## src/rtl/mux_rr_arbiter_if.sv

```systemverilog
// rtl/mux_rr_arbiter_if.sv - requester/consumer handshake bundle for the round-robin mux arbiter
interface mux_rr_arbiter_if #(
    parameter int N  = 4,
    parameter int W  = 8,
    parameter int IW = $clog2(N)
) ();
    logic [N-1:0]   req_valid;
    logic [N*W-1:0] req_data;
    logic [N-1:0]   req_ready;
    logic           out_valid;
    logic [W-1:0]   out_data;
    logic [IW-1:0]  out_idx;
    logic           out_ready;

    modport slave (
        input  req_valid, req_data, out_ready,
        output req_ready, out_valid, out_data, out_idx
    );

    modport master (
        output req_valid, req_data, out_ready,
        input  req_ready, out_valid, out_data, out_idx
    );
endinterface

```

## src/rtl/mux_rr_arbiter.sv

```systemverilog
// rtl/mux_rr_arbiter.sv - round-robin arbiter feeding a single registered output slot
module mux_rr_arbiter #(
    parameter int N  = 4,
    parameter int W  = 8,
    parameter int IW = $clog2(N)
) (
    input  logic             clk,
    input  logic             rst_n,
    mux_rr_arbiter_if.slave  bus
);
    logic [IW-1:0] ptr;
    logic          out_valid_q;
    logic [W-1:0]  out_data_q;
    logic [IW-1:0] out_idx_q;

    logic          load;
    logic          any_valid;
    logic          found;
    logic [IW:0]   pos;
    logic [IW-1:0] winner;
    logic [IW-1:0] ptr_next;
    logic [W-1:0]  win_data;
    logic [N-1:0]  ready_vec;

    assign load      = !out_valid_q || bus.out_ready;
    assign any_valid = |bus.req_valid;

    // Rotated priority search starting at ptr; one subtraction wraps since ptr < N.
    always_comb begin
        found  = 1'b0;
        winner = '0;
        pos    = '0;
        for (int k = 0; k < N; k++) begin
            pos = {1'b0, ptr} + (IW+1)'(k);
            if (pos >= (IW+1)'(N)) begin
                pos = pos - (IW+1)'(N);
            end
            if (!found && bus.req_valid[pos[IW-1:0]]) begin
                found  = 1'b1;
                winner = pos[IW-1:0];
            end
        end
    end

    always_comb begin
        win_data  = '0;
        ready_vec = '0;
        for (int i = 0; i < N; i++) begin
            if (winner == IW'(i)) begin
                win_data     = bus.req_data[i*W +: W];
                ready_vec[i] = load && found;
            end
        end
    end

    assign ptr_next = (winner == IW'(N-1)) ? '0 : winner + IW'(1);

    always_ff @(posedge clk or negedge rst_n) begin
        if (!rst_n) begin
            out_valid_q <= 1'b0;
            out_data_q  <= '0;
            out_idx_q   <= '0;
            ptr         <= '0;
        end else if (load) begin
            if (any_valid) begin
                out_valid_q <= 1'b1;
                out_data_q  <= win_data;
                out_idx_q   <= winner;
                ptr         <= ptr_next;
            end else begin
                out_valid_q <= 1'b0;
            end
        end
    end

    assign bus.req_ready = ready_vec;
    assign bus.out_valid = out_valid_q;
    assign bus.out_data  = out_data_q;
    assign bus.out_idx   = out_idx_q;
endmodule

```

## src/flat_wrapper.sv

```systemverilog
// flat-port wrapper written by rule: the top's interface ports become plain ports
module mux_rr_arbiter_flat 
#(
    parameter int N  = 4,
    parameter int W  = 8,
    parameter int IW = $clog2(N)
)
  (clk, rst_n, bus_req_valid, bus_req_data, bus_out_ready, bus_req_ready, bus_out_valid, bus_out_data, bus_out_idx);
  mux_rr_arbiter_if #(.N(N), .W(W), .IW(IW)) bus_i ();
  input  logic clk;
  input  logic rst_n;
  input wire logic [$bits(bus_i.req_valid)-1:0] bus_req_valid;
  input wire logic [$bits(bus_i.req_data)-1:0] bus_req_data;
  input wire logic [$bits(bus_i.out_ready)-1:0] bus_out_ready;
  output wire logic [$bits(bus_i.req_ready)-1:0] bus_req_ready;
  output wire logic [$bits(bus_i.out_valid)-1:0] bus_out_valid;
  output wire logic [$bits(bus_i.out_data)-1:0] bus_out_data;
  output wire logic [$bits(bus_i.out_idx)-1:0] bus_out_idx;
  assign bus_i.req_valid = bus_req_valid;
  assign bus_i.req_data = bus_req_data;
  assign bus_i.out_ready = bus_out_ready;
  assign bus_req_ready = bus_i.req_ready;
  assign bus_out_valid = bus_i.out_valid;
  assign bus_out_data = bus_i.out_data;
  assign bus_out_idx = bus_i.out_idx;
  mux_rr_arbiter #(.N(N), .W(W), .IW(IW)) u_core (.clk(clk), .rst_n(rst_n), .bus(bus_i));
endmodule
```

## config.mk

```make
export PLATFORM = sky130hd
export DESIGN_NAME = mux_rr_arbiter_flat
export DESIGN_NICKNAME = d
export VERILOG_FILES = /design/src/rtl/mux_rr_arbiter_if.sv /design/src/rtl/mux_rr_arbiter.sv /design/src/flat_wrapper.sv
export SDC_FILE = /design/constraint.sdc
export NUM_CORES = 1
export LEC_CHECK = 0
export CAP_MARGIN = 20
export CORE_MARGIN = 8
export CORE_UTILIZATION = 35
export DETAILED_ROUTE_END_ITERATION = 10
export GPL_TIMING_DRIVEN = 0
export PLACE_DENSITY = 0.86
export SETUP_SLACK_MARGIN = 0.5
export SKIP_LAST_GASP = 1
export SLEW_MARGIN = 10
export SYNTH_ARGS = -nofsm -noshare
export SYNTH_HDL_FRONTEND = slang
export SYNTH_SLANG_ARGS = --single-unit
```

## constraint.sdc

```tcl
create_clock -name clk -period 2.6 [get_ports clk]
set_input_delay 0.65 -clock clk [delete_from_list [all_inputs] [get_ports clk]]
set_output_delay 0.65 -clock clk [all_outputs]
set_load 0.03 [all_outputs]
```

* Yosys cells after proc, flatten, opt, wreduce, memory -nomap -nowiden
Index checks and enable logic that the tools add are counted.
** Storage, ports and cells
- Flip-flop bits (word level) :: 13
- Input bits :: 39
- Output and inout port bits :: 15
- Logic and storage cells :: 65
** Cells by class
- Add/sub/neg operators :: 8
- Magnitude comparators :: 8
- Equal/unequal tests :: 3
- Mux-type cells :: 30
- Reduce and logical (&&, ||, !) cells :: 12
** Operators by type and width (number)
- 8-bit 2-to-1 mux :: 4
- 2-bit 2-to-1 mux :: 9
- 1-bit 2-to-1 mux :: 13
- 2-bit by 3-bit < comparator with 1-bit output, second input constant :: 4
- 3-bit greater-or-equal comparator, second input constant :: 3
- 1-bit binary-select mux with 2-bit select :: 4
- 2-bit by 1-bit subtractor with 2-bit output, second input constant :: 4
- 2-bit by 2-bit adder with 3-bit output, second input constant :: 2
- 2-bit == test, second input constant :: 2
- 1-bit logical AND :: 4
- 1-bit zero test :: 4
- 4-bit OR reduction :: 1
- 2-bit by 1-bit adder with 3-bit output, second input constant :: 1
- 2-bit by 3-bit greater-or-equal comparator with 1-bit output, second input constant :: 1
- 2-bit by 1-bit adder with 2-bit output, second input constant :: 1
- 2-bit by 1-bit == test with 1-bit output, second input constant :: 1
- 2-bit zero test :: 1
- 2-bit AND reduction :: 1
- 1-bit logical OR :: 1

* Logic depth before layout (Yosys ltp)
- Depth in word-level cells :: 19
- Gate-level depth with buffers :: 9

* Worst setup path after synthesis
No wires, ideal clock.
- Path type :: input to output
- Start point :: in bus_req_valid[2]
- End point :: out bus_req_ready[3]
- Arrival time :: 2.125 ns
- Path slack :: -0.175 ns
- Stages on the path :: 7
- Path buffers :: 2
- Path through :: mux2i_1 nor2_1 nor3_1 ha_1 clkbuf_1 clkbuf_1 and3_1
** On the way
- Word-level cells in the longest chain between the ends :: 14
** Ends and longest elaborated chain
- start, declared :: line flat_wrapper.sv:12 : input wire logic [$bits(bus_i.req_valid)-1:0] bus_req_valid;
- 1-bit binary-select mux with 2-bit select :: line mux_rr_arbiter.sv:38 : if (!found && bus.req_valid[pos[IW-1:0]]) begin
- 1-bit 2-to-1 mux (not written as such) :: line mux_rr_arbiter.sv:38
- 1-bit 2-to-1 mux :: line mux_rr_arbiter.sv:38
- 1-bit zero test :: line mux_rr_arbiter.sv:38
- 1-bit logical AND :: line mux_rr_arbiter.sv:38
- 1-bit 2-to-1 mux :: line mux_rr_arbiter.sv:38
- 1-bit zero test :: line mux_rr_arbiter.sv:38
- 1-bit logical AND :: line mux_rr_arbiter.sv:38
- 1-bit 2-to-1 mux :: line mux_rr_arbiter.sv:38
- 1-bit zero test :: line mux_rr_arbiter.sv:38
- 1-bit logical AND :: line mux_rr_arbiter.sv:38
- 2-bit 2-to-1 mux * :: line mux_rr_arbiter.sv:38
- net u_core.winner[0] :: line mux_rr_arbiter.sv:20 : logic [IW-1:0] winner;
- 2-bit == test * :: line mux_rr_arbiter.sv:49 : if (winner == IW'(i)) begin
- 1-bit 2-to-1 mux * :: line mux_rr_arbiter.sv:49
- end, declared :: line flat_wrapper.sv:15 : output wire logic [$bits(bus_i.req_ready)-1:0] bus_req_ready;
Mark *: on every way through the listed nets, which the timed path passes. The rest lies on a longest branch. The select of a mux whose other input is x is not followed.

* Final worst setup path
- Start point :: reg u_core.ptr[0]
- End point :: out bus_req_ready[3]
** On the way
- Word-level cells in the longest chain between the ends :: 16
** Ends and longest elaborated chain
- start, declared :: line mux_rr_arbiter.sv:11 : logic [IW-1:0] ptr;
- start signal, assigned :: line mux_rr_arbiter.sv:69 : ptr <= ptr_next;
- parallel branches: the longest is 13 deep, another holds 2-bit by 1-bit adder with 3-bit output
- 2-bit 2-to-1 mux * :: line mux_rr_arbiter.sv:38
- net u_core.winner[1] :: line mux_rr_arbiter.sv:20
- 2-bit == test * :: line mux_rr_arbiter.sv:49
- 1-bit 2-to-1 mux * :: line mux_rr_arbiter.sv:49
Mark *: on every way through the listed nets, which the timed path passes. The select of a mux whose other input is x is not followed.

==> results.py <==
metrics = {
    "pwr": {
        "p_per_area_nw_per_um2": 820,
        "p_leak_nw": 0.767,
        "totalPowerFinal_mw": 1.54,
        "ir_drop_uv": 492,
    },
    "die": {
        "die_width_microns": 69.2,
        "fp.coreArea_sq_um": 2710,
        "io_pins": 54,
        "row_count": 19,
        "die_h_microns": 69.2,
        "start_util_pct": 36.5,
        "die_area_sq_um": 4790,
    },
    "synthesis": {
        "synth_warnings": 0,
        "synth-xor-area-share_pct": 0,
        "ys_seq_area_share_pct": 32.9,
        "yosys.area_share.simple_pct": 21.9,
        "syn_area_per_cell_sq_um": 8.61,
        "synth-compound-area-share_pct": 29.7,
        "synth_top_family_by_area": "compound AO/OA/AOI/OAI gates",
        "synthAdderAreaFrac_pct": 5.06,
        "synthCells": 115,
        "synth.distinct_cells": 31,
        "synthMuxAreaShare_pct": 2.53,
        "syn_area_sq_um": 990,
        "synth_fp_nets": 158,
        "ys_ff_latch": 13,
    },
    "place": {
        "place_ws_ns": -1.27,
        "gp_congestion": 0.991,
        "dp_hpwl_microns": 2800,
        "portBuffers": 53,
        "placed_cells": 199,
    },
    "clocking": {
        "cts_tree": "built",
        "cts_buffers": 3,
        "numClockSinks": 13,
        "clock_latency_ns": 0.28,
        "h-tree-depth": 1,
        "root_buffer": "clkbuf_4",
        "clock_path_buffers": 2,
        "cts.clk_slew.worst_paths_ns": 0.09,
        "holdBufCountCts": 0,
    },
    "worst_setup_path": {
        "r2r_cells": 9,
        "end_kind": "output pin",
        "cp-start-kind": "register",
        "r2r_slack_ns": 0.37,
        "worst-path-max-fanout": 3,
        "required_ns": 1.95,
        "worstSetupPathType": "register to output pin",
        "crit_start": "u_core.ptr[0]$_DFFE_PN0P_",
        "worstPathArrival_ns": 2.09,
        "r2r_end": "u_core.bus.out_data[7]$_DFFE_PN0P_",
        "rr_startpoint": "u_core.ptr[0]$_DFFE_PN0P_",
    },
    "grt": {
        "grt_pass1_wl_microns": 6470,
        "grtUsageMet2_pct": 27.7,
        "met3_usage_pct": 4.15,
        "first_global_vias": 1281,
        "grt.met1_usage_pct": 18.9,
        "busiest_layer": "met2",
        "grt.overflow.total": 0,
        "grtUsageTotal_pct": 16.2,
        "grt_max_degree": 14,
        "antenna_found_initial": 0,
    },
    "layout": {
        "nets": 230,
        "final_cells": 217,
        "n_antenna_cell": 0,
        "drive_gt1_share_pct": 33.9,
        "areaGrowthSynthToFinish_pct": 89.9,
    },
    "worst_hold_path": {
        "hold_path_class": "register to register",
        "hold_end": "u_core.bus.out_idx[1]$_DFFE_PN0P_",
        "worstHoldPathCells": 2,
        "hp-start": "u_core.bus.out_idx[1]$_DFFE_PN0P_",
    },
    "sta": {
        "fmax_ghz": 0.365,
        "rsz0062_at_grt": "yes",
        "hold_viol": 0,
        "min_period_ns": 2.74,
        "clock_skew_ns": 0.0102,
        "setup_viol": 4,
        "tns_ns": -0.411,
        "fin_ws_ns": -0.138,
        "slew_viol_final": 0,
        "slew_headroom_pct": 57.2,
        "period_share_pct": 105,
        "worst-slew-pin-transition_ns": 0.639,
    },
    "status": {
        "violations": "setup timing",
        "status": "finished with violations",
    },
    "detailed_routing": {
        "drt-total-wl_microns": 4120,
        "firstDrtPassIters": 6,
        "antenna_left": 0,
        "vias_per_cell": 5.47,
        "drc": 0,
        "routedWlPerCell_microns": 19.0,
        "vias": 1188,
        "drt_iter0_drc": 55,
    },
    "run": {
        "maxCapViolCount": 0,
    },
}
==> repair_timing <==
action | CTS | global route
resized for setup | 76 | 5
pin swaps | 22 | 9
setup endpoints to repair | 13 | 12
setup buffers | 12 | 1
gates cloned | 1 | 0
==> placed cells by master, fill, tap and decap left out, types with 3 or more instances in the layout <==
cell / n
a31oi_1: 8
a21oi_2: 7
a21oi_1: 11
and3_4: 4
buf_4: 13
a221o_1: 8
dfrtp_1: 12
nand3b_1: 8
buf_6: 13
clkbuf_4: 3
clkdlybuf4s50_1: 45
nor2_2: 4
inv_1: 10
nand2_1: 10
==> flip-flops by register name (all words and copies together), names as in the netlist <==
register / flops
u_core.bus.out_data: 8
u_core.bus.out_idx: 2
u_core.ptr: 2
u_core.bus.out_valid: 1
==> synth_stat cells <==
cell type	count	share of area, %
nor2b_1	2	1.3
nand2_1	11	4.2
nor3_1	1	0.51
buf_2	3	1.5
nand3b_1	8	6.1
nand2b_1	3	1.9
o21ai_0	2	1.0
or4_4	1	1.1
mux2i_1	1	1.0
clkbuf_1	2	0.76
dfrtp_1	13	33
buf_1	2	0.76
a21oi_2	6	5.3
and3_1	4	2.5
nor2_1	3	1.1
o41ai_1	1	0.89
o31ai_1	1	0.76
a21oi_1	12	6.1
or2_1	1	0.63
a221o_1	8	8.1
nor2_2	1	0.63
ha_1	4	5.1
mux2_4	1	1.5
buf_6	1	1.1
nor4_2	1	1.3
or3_1	1	0.63
inv_1	10	3.8
a31oi_1	8	5.1
o41a_1	1	1.1
o21ai_1	1	0.51
a221oi_1	1	0.89
==> area by class of cell <==
class	instances	area, sq um
Fill cell	210	831
Sequential cell	13	327
Clock buffer	4	26.3
Tap cell	31	38.8
Inverter	10	37.5
Multi-Input combinational cell	84	697
Buffer	8	103
Timing Repair Buffer	67	651
==> critical path, stage by stage, from the launching register on <==
cell	delay [ns]
dfrtp_1	0.43
nand2b_1	0.16
a21oi_1	0.35
nor2_2	0.12
ha_2	0.20
clkbuf_8	0.13
clkbuf_16	0.13
and3_4	0.14
buf_6	0.13
==> stage by stage <==
step / cell area, sq um / util [%] / hold slack [ns]
after floorplan: 1050 / - / 0.354
after global placement: 1620 / 59.7 / 0.513
after detailed placement: 1620 / 59.7 / 0.520
after CTS: 1850 / 68.3 / 0.540
after global routing: 1880 / 69.3 / 0.578
final: 1880 / 69.3 / 0.536
==> power by group <==
part           switching, mW  internal, mW  total, mW  leakage (nW)
registers             0.0620         0.276      0.338         0.148
clock network         0.0720        0.0596      0.132        0.0150
logic                  0.518         0.553       1.07         0.604
total                  0.653         0.888       1.54         0.767
==> metal layers <==
| metal | part of all wire (%) | routed length, microns | up-vias |
|---|---|---|---|
| met5 | 0 | 0 | - |
| met4 | 0.92 | 38 | 0 |
| met3 | 5.6 | 229 | 4 |
| met2 | 50 | 2040 | 54 |
| met1 | 44 | 1810 | 565 |
| li1 | - | - | 565 |
==> worst max-delay path by stage <==
stage                     slack, ns          endpoint  cells past startpoint
after floorplan                0.10  bus_req_ready[2]                      7
after global placement        -1.18  bus_req_ready[3]                      9
after detailed placement      -1.27  bus_req_ready[3]                      9
after CTS                     -0.07  bus_req_ready[3]                      9
after global routing          -0.22  bus_req_ready[3]                      8
final                         -0.14  bus_req_ready[3]                      8
==> cell families after synthesis <==
group,after synthesis
adders and majority gates,4
AOI/OAI and AO/OA,41
DFF,13
muxes,2
buffers and inverters,18
and+or+nand+nor,37
No activity file was read; power rests on OpenSTA's default activity.
